==> src/rtl/mem_lsu_master.sv <==
// Load/store initiator for byte-addressed sim memory port 0: one request at a time, size-extended loads, store acks.
// Define MISALIGN_TRAP_EN to reject misaligned half/word accesses instead of performing them byte-wise.
module mem_lsu_master #(
  parameter int unsigned MEM_SIZE = 256
) (
  input  logic        clk,
  input  logic        rst,
  input  logic        req_valid,
  output logic        req_ready,
  input  logic        req_we,
  input  logic [1:0]  req_size,
  input  logic        req_unsigned,
  input  logic [31:0] req_addr,
  input  logic [31:0] req_wdata,
  output logic        resp_valid,
  input  logic        resp_ready,
  output logic [31:0] resp_rdata,
  output logic        resp_err,
  output logic        mem_wr_en,
  output logic [3:0]  mem_wr_mask,
  output logic [31:0] mem_addr,
  output logic [31:0] mem_wdata,
  input  logic [31:0] mem_rdata,
  output logic [1:0]  dbg_state
);

  // Handshakes: a transfer happens on a posedge where valid && ready; the
  // producer holds valid and payload stable until then. req_ready is high only
  // in IDLE outside reset; resp_valid stays high in RESP until resp_ready.
  typedef enum logic [1:0] {
    IDLE    = 2'd0,
    ISSUE   = 2'd1,
    CAPTURE = 2'd2,
    RESP    = 2'd3
  } state_t;

  state_t      state;
  logic        we_r;
  logic        uns_r;
  logic [1:0]  size_r;
  logic        wr_en_r;

  logic [2:0]  nbytes;
  logic [32:0] end_addr;
  logic        misalign;
  logic        req_bad;
  logic [3:0]  lane_mask;
  logic [31:0] lane_data;
  logic [31:0] load_ext;

  // 33-bit end address so a request near 2^32 carries out and is rejected.
  always_comb begin
    nbytes   = 3'd1;
    misalign = 1'b0;
    case (req_size)
      2'b01:   nbytes = 3'd2;
      2'b10:   nbytes = 3'd4;
      default: nbytes = 3'd1;
    endcase
    end_addr = {1'b0, req_addr} + {30'd0, nbytes};
`ifdef MISALIGN_TRAP_EN
    misalign = ((req_size == 2'b01) && req_addr[0]) ||
               ((req_size == 2'b10) && (req_addr[1:0] != 2'b00));
`endif
    req_bad = (req_size == 2'b11) || (end_addr > 33'(MEM_SIZE)) || misalign;
  end

  // Store data is right-justified on the request side, left-justified on memory.
  always_comb begin
    lane_mask = 4'b1000;
    lane_data = {req_wdata[7:0], 24'd0};
    case (req_size)
      2'b01: begin
        lane_mask = 4'b1100;
        lane_data = {req_wdata[15:0], 16'd0};
      end
      2'b10: begin
        lane_mask = 4'b1111;
        lane_data = req_wdata;
      end
      default: begin
        lane_mask = 4'b1000;
        lane_data = {req_wdata[7:0], 24'd0};
      end
    endcase
  end

  always_comb begin
    load_ext = mem_rdata;
    case (size_r)
      2'b00:   load_ext = {{24{~uns_r & mem_rdata[31]}}, mem_rdata[31:24]};
      2'b01:   load_ext = {{16{~uns_r & mem_rdata[31]}}, mem_rdata[31:16]};
      default: load_ext = mem_rdata;
    endcase
  end

  assign req_ready = (state == IDLE) && !rst;
  assign mem_wr_en = wr_en_r && !rst;
  assign dbg_state = state;

  always_ff @(posedge clk) begin
    if (rst) begin
      state       <= IDLE;
      we_r        <= 1'b0;
      uns_r       <= 1'b0;
      size_r      <= 2'b00;
      wr_en_r     <= 1'b0;
      mem_wr_mask <= 4'd0;
      mem_addr    <= 32'd0;
      mem_wdata   <= 32'd0;
      resp_valid  <= 1'b0;
      resp_rdata  <= 32'd0;
      resp_err    <= 1'b0;
    end else begin
      case (state)
        IDLE: begin
          if (req_valid) begin
            we_r       <= req_we;
            uns_r      <= req_unsigned;
            size_r     <= req_size;
            resp_rdata <= 32'd0;
            if (req_bad) begin
              resp_err   <= 1'b1;
              resp_valid <= 1'b1;
              state      <= RESP;
            end else begin
              resp_err    <= 1'b0;
              mem_addr    <= req_addr;
              wr_en_r     <= req_we;
              mem_wr_mask <= req_we ? lane_mask : 4'd0;
              mem_wdata   <= req_we ? lane_data : 32'd0;
              state       <= ISSUE;
            end
          end
        end
        ISSUE: begin
          wr_en_r     <= 1'b0;
          mem_wr_mask <= 4'd0;
          if (we_r) begin
            resp_valid <= 1'b1;
            state      <= RESP;
          end else begin
            state <= CAPTURE;
          end
        end
        CAPTURE: begin
          resp_rdata <= load_ext;
          resp_valid <= 1'b1;
          state      <= RESP;
        end
        RESP: begin
          if (resp_ready) begin
            resp_valid <= 1'b0;
            state      <= IDLE;
          end
        end
        default: state <= IDLE;
      endcase
    end
  end

endmodule
==> config.mk <==
export PLATFORM = sky130hd
export DESIGN_NAME = mem_lsu_master
export DESIGN_NICKNAME = d
export VERILOG_FILES = /design/src/rtl/mem_lsu_master.sv
export SDC_FILE = /design/constraint.sdc
export NUM_CORES = 1
export LEC_CHECK = 0
export BUFFER_PORTS_ARGS = -buffer_cell sky130_fd_sc_hd__buf_4
export CORE_ASPECT_RATIO = 0.9
export CORE_MARGIN = 3
export CORE_UTILIZATION = 45
export CTS_BUF_LIST = sky130_fd_sc_hd__clkbuf_16
export DETAILED_ROUTE_END_ITERATION = 8
export GPL_TIMING_DRIVEN = 0
export PLACE_DENSITY = 0.8
export SLEW_MARGIN = 20
export SYNTH_ARGS = -nofsm -noshare
export SYNTH_HDL_FRONTEND = slang
export SYNTH_SLANG_ARGS = --single-unit
export TNS_END_PERCENT = 50
==> constraint.sdc <==
create_clock -name clk -period 6.64 [get_ports clk]
set_input_delay 0.996 -clock clk [delete_from_list [all_inputs] [get_ports clk]]
set_output_delay 0.996 -clock clk [all_outputs]
set_load 0.05 [all_outputs]
==> results_dict.tcl <==
set metrics [dict create \
    yosys.area_share.xor_xnor_pct 1.95 \
    synth_edf_count 0 \
    synth_ff_type "dfxtp_1" \
    r2r_start "dbg_state[0]" \
    path_max_fanout 10 \
    fillers 874 \
    die-width_um 116 \
    ff_latch_area_sq_um 2140 \
    p_leak_nw 3.01 \
    power.density_nw_per_um2 279 \
    ys_seq_elements 107 \
    clk_latency_ps 340 \
    syn_avg_cell_area_sq_um 8.70 \
    max_freq_ghz 0.224 \
    multi_input_area_sq_um 2580 \
    cts.sinks 107 \
    cap_violations 0 \
    antenna_found_initial 0 \
    crit_required_ps 6880 \
    crit_cells 15 \
    muxShareOfSynthArea_pct 4.08 \
    drcViolationCount 0 \
    path_buf_inv 4 \
    wl_per_cell_um 17.3 \
    netlist_area_sq_um 4940 \
    slew_viol_final 0 \
    synth.distinct_cells 59 \
    setup-tns-final_ps 0 \
    min_from "resp_rdata[29]" \
    antenna_left 0 \
    post_cts_buffers 0 \
    fin_skew_ps 8.33 \
    start_util_pct 47.2 \
    startpoint "req_size[0]" \
    seq_area_frac_synth_pct 43.3 \
    r2r_slack_ps 4170 \
    synth-adder-area-share_pct 2.94 \
    rsz0062_at_grt "no" \
    yosysWarnings 0 \
    worst_ep_arrival_time_ps 4700 \
    dieArea_sq_um 12300 \
    worstSetupPathType "input pin to flop" \
    wirelength_um 15900 \
    groute.usage.overall_pct 25.5 \
    final_nets 901 \
    synthSimpleGateAreaFrac_pct 20.9 \
    synth.net_count 683 \
    status "complete, no violations" \
    row_count 35 \
    synthCells 568 \
    place_inst 904 \
    slowest_delay_ps 480 \
    route.vias.total 5194 \
    total_power_mw 1.94 \
    synth_top_family_by_area "compound AO/OA/AOI/OAI gates" \
    path_cells "buf_4 -> inv_1 -> ha_1 -> ha_1 -> fa_1 -> a21oi_1 -> nor4_4 -> a31o_2 -> a2111oi_2 -> nand4_1 -> nor4_4 -> nor2_1 -> buf_2 -> buf_2 -> a22o_1" \
    cts_buffers 9 \
    cts-htree-levels 3 \
    place_congestion 0.904 \
    ctsHoldBuffers 0 \
    r2r_cells 8 \
    cp_top_family "compound AO/OA/AOI/OAI gates" \
    endpoint "mem_wdata[8]" \
    layoutNonFillerInstCount 920 \
    cts_tree "built" \
    finalHoldViolCount 0 \
    async_flop_share_pct 0 \
    synth_compound_area_share_pct 22.3 \
    cts-root-buf "clkbuf_16" \
    drt_iter0_markers 352 \
    grt_pass1_wl_um 25100 \
    post_drt_via_cell_ratio 5.65 \
    hold_path.class "flop to flop" \
    antenna_cells 0 \
    rr_endpoint "resp_rdata[30]" \
    dp_hpwl_um 12600 \
    io_pins 210 \
    hold_ws_ps 458 \
    setup_viol 0 \
    grt_pass1_vias 5111 \
    cts_buffer_depth 2 \
    endpoint_kind "flop" \
    area_growth_pct 40.7 \
    cpMaxStageDelayCell "nor4_4" \
    fin_crit_sh_pct 67.2 \
    firstDrtPassIters 5 \
    grt_max_degree 21 \
    cts_resized 0 \
    drive_gt1_share_pct 31.2 \
    tightest_slew_ps 654 \
    top_layer_used "met4" \
    maxSlewHeadroom_pct 56.4 \
    numPortBuffers 207 \
    clk_pin_slew_ps 70 \
    cp-start-kind "input pin" \
    fin_crit_ps 4460 \
    met2_length_um 7430 \
    wl_met3_um 1390 \
    die_y_um 105 \
    drt-met1-wl_um 6650 \
    core_area_sq_um 10500 \
    grt-ovfl-total 0 \
    peakVddDrop_uv 164 \
]
==> kinds of logic after synthesis <==
kind of cell / count (synthesis)
fa+ha+maj: 11
flops: 107
buf+inv: 52
compound gates: 168
xor+xnor: 11
mux: 20
simple gates: 199
==> sequential cells by signal, indices dropped and copies added (netlist names) <==
| name | count |
|---|---|
| mem_wdata | 32 |
| mem_wr_mask | 3 |
| resp_rdata | 32 |
| we_r | 1 |
| mem_addr | 32 |
| resp_err | 1 |
| uns_r | 1 |
| dbg_state | 2 |
| size_r | 2 |
| resp_valid | 1 |
==> worst min-delay path: cells and delay by family (launching register included) <==
kind / cells / cell delay [ps]
simple gates: 1 / 50
flops: 1 / 310
compound gates: 1 / 50
==> stage by stage <==
stage / setup WS, ps / util, % / area, sq um
3_3_place_gp: 1920 / 63.6 / 6660
3_5_place_dp: 1840 / 63.6 / 6660
5_1_grt: 1900 / 66.4 / 6950
4_1_cts: 2200 / 66.4 / 6950
6_report: 2180 / 66.4 / 6950
2_1_floorplan: 2450 / - / 4940
==> worst min path at each step <==
stage                      to  cells after the start  slack [ps]
2_1_floorplan            we_r                      2         450
3_3_place_gp   resp_rdata[24]                      2         440
3_5_place_dp     mem_addr[24]                      1         450
4_1_cts        resp_rdata[29]                      2         460
5_1_grt        resp_rdata[18]                      2         480
6_report       resp_rdata[29]                      2         460
==> final cells by class <==
type	instances	area share (%)
Clock buffer	9	3.24
Tap cell	129	2.32
Multi-Input combinational cell	409	37.1
Buffer	39	2.52
Clock inverter	7	0.990
Sequential cell	107	30.8
Timing Repair Buffer	207	22.4
Inverter	13	0.702
==> synth_stat cells, drive strengths merged (2+ instances only) <==
cell | n | area, sq um
a2111oi | 2 | 23.8
a21oi | 51 | 255
a221oi | 2 | 23.8
a22o | 16 | 140
a22oi | 25 | 188
a31o | 2 | 17.5
a31oi | 2 | 12.5
a41oi | 2 | 17.5
and2 | 26 | 163
and3 | 6 | 37.5
and4 | 2 | 17.5
buf | 12 | 73.8
clkbuf | 27 | 101
dfxtp | 107 | 2140
ha | 10 | 125
inv | 13 | 48.8
mux2i | 19 | 190
nand2 | 49 | 184
nand2b | 12 | 75.1
nand3 | 24 | 125
nand4 | 9 | 62.6
nand4b | 2 | 17.5
nor2 | 50 | 188
nor2b | 2 | 12.5
nor3 | 8 | 45.0
nor4 | 3 | 63.8
o2111ai | 3 | 26.3
o211ai | 2 | 15.0
o21ai | 40 | 200
o21bai | 2 | 15.0
o2bb2ai | 9 | 78.8
o41ai | 2 | 17.5
or2 | 2 | 12.5
xnor2 | 4 | 35.0
xor2 | 7 | 61.3
==> power by group <==
part           switching (mW)  total, mW  internal (mW)  leakage (nW)
combinational           0.475      0.696          0.221          2.00
clock                   0.253      0.517          0.264         0.142
sequential             0.0353      0.730          0.695         0.865
total                   0.763       1.94           1.18          3.01
==> routing by layer <==
layer | global-route usage, % | vias up
met4 | 9.53 | 0
li1 | - | 2471
met1 | 31.7 | 2430
met5 | 0 | -
met3 | 6.49 | 40
met2 | 42.0 | 253
==> cell usage in the layout, fill, tap and decap left out, types with 3 or more instances in the layout <==
cell type	n
buf_4	211
dfxtp_1	107
a21oi_1	51
nor2_1	50
nand2_1	49
o21ai_0	39
clkbuf_1	27
a22oi_1	25
and2_1	25
nand3_1	23
mux2i_1	19
a22o_1	16
inv_1	13
nand2b_1	12
ha_1	10
o2bb2ai_1	9
clkbuf_16	9
nand4_1	8
nor3_1	7
xor2_1	7
and3_1	6
buf_2	5
xnor2_1	4
o2111ai_1	3
nor4_4	3
Power figures use the tool's default switching activity.
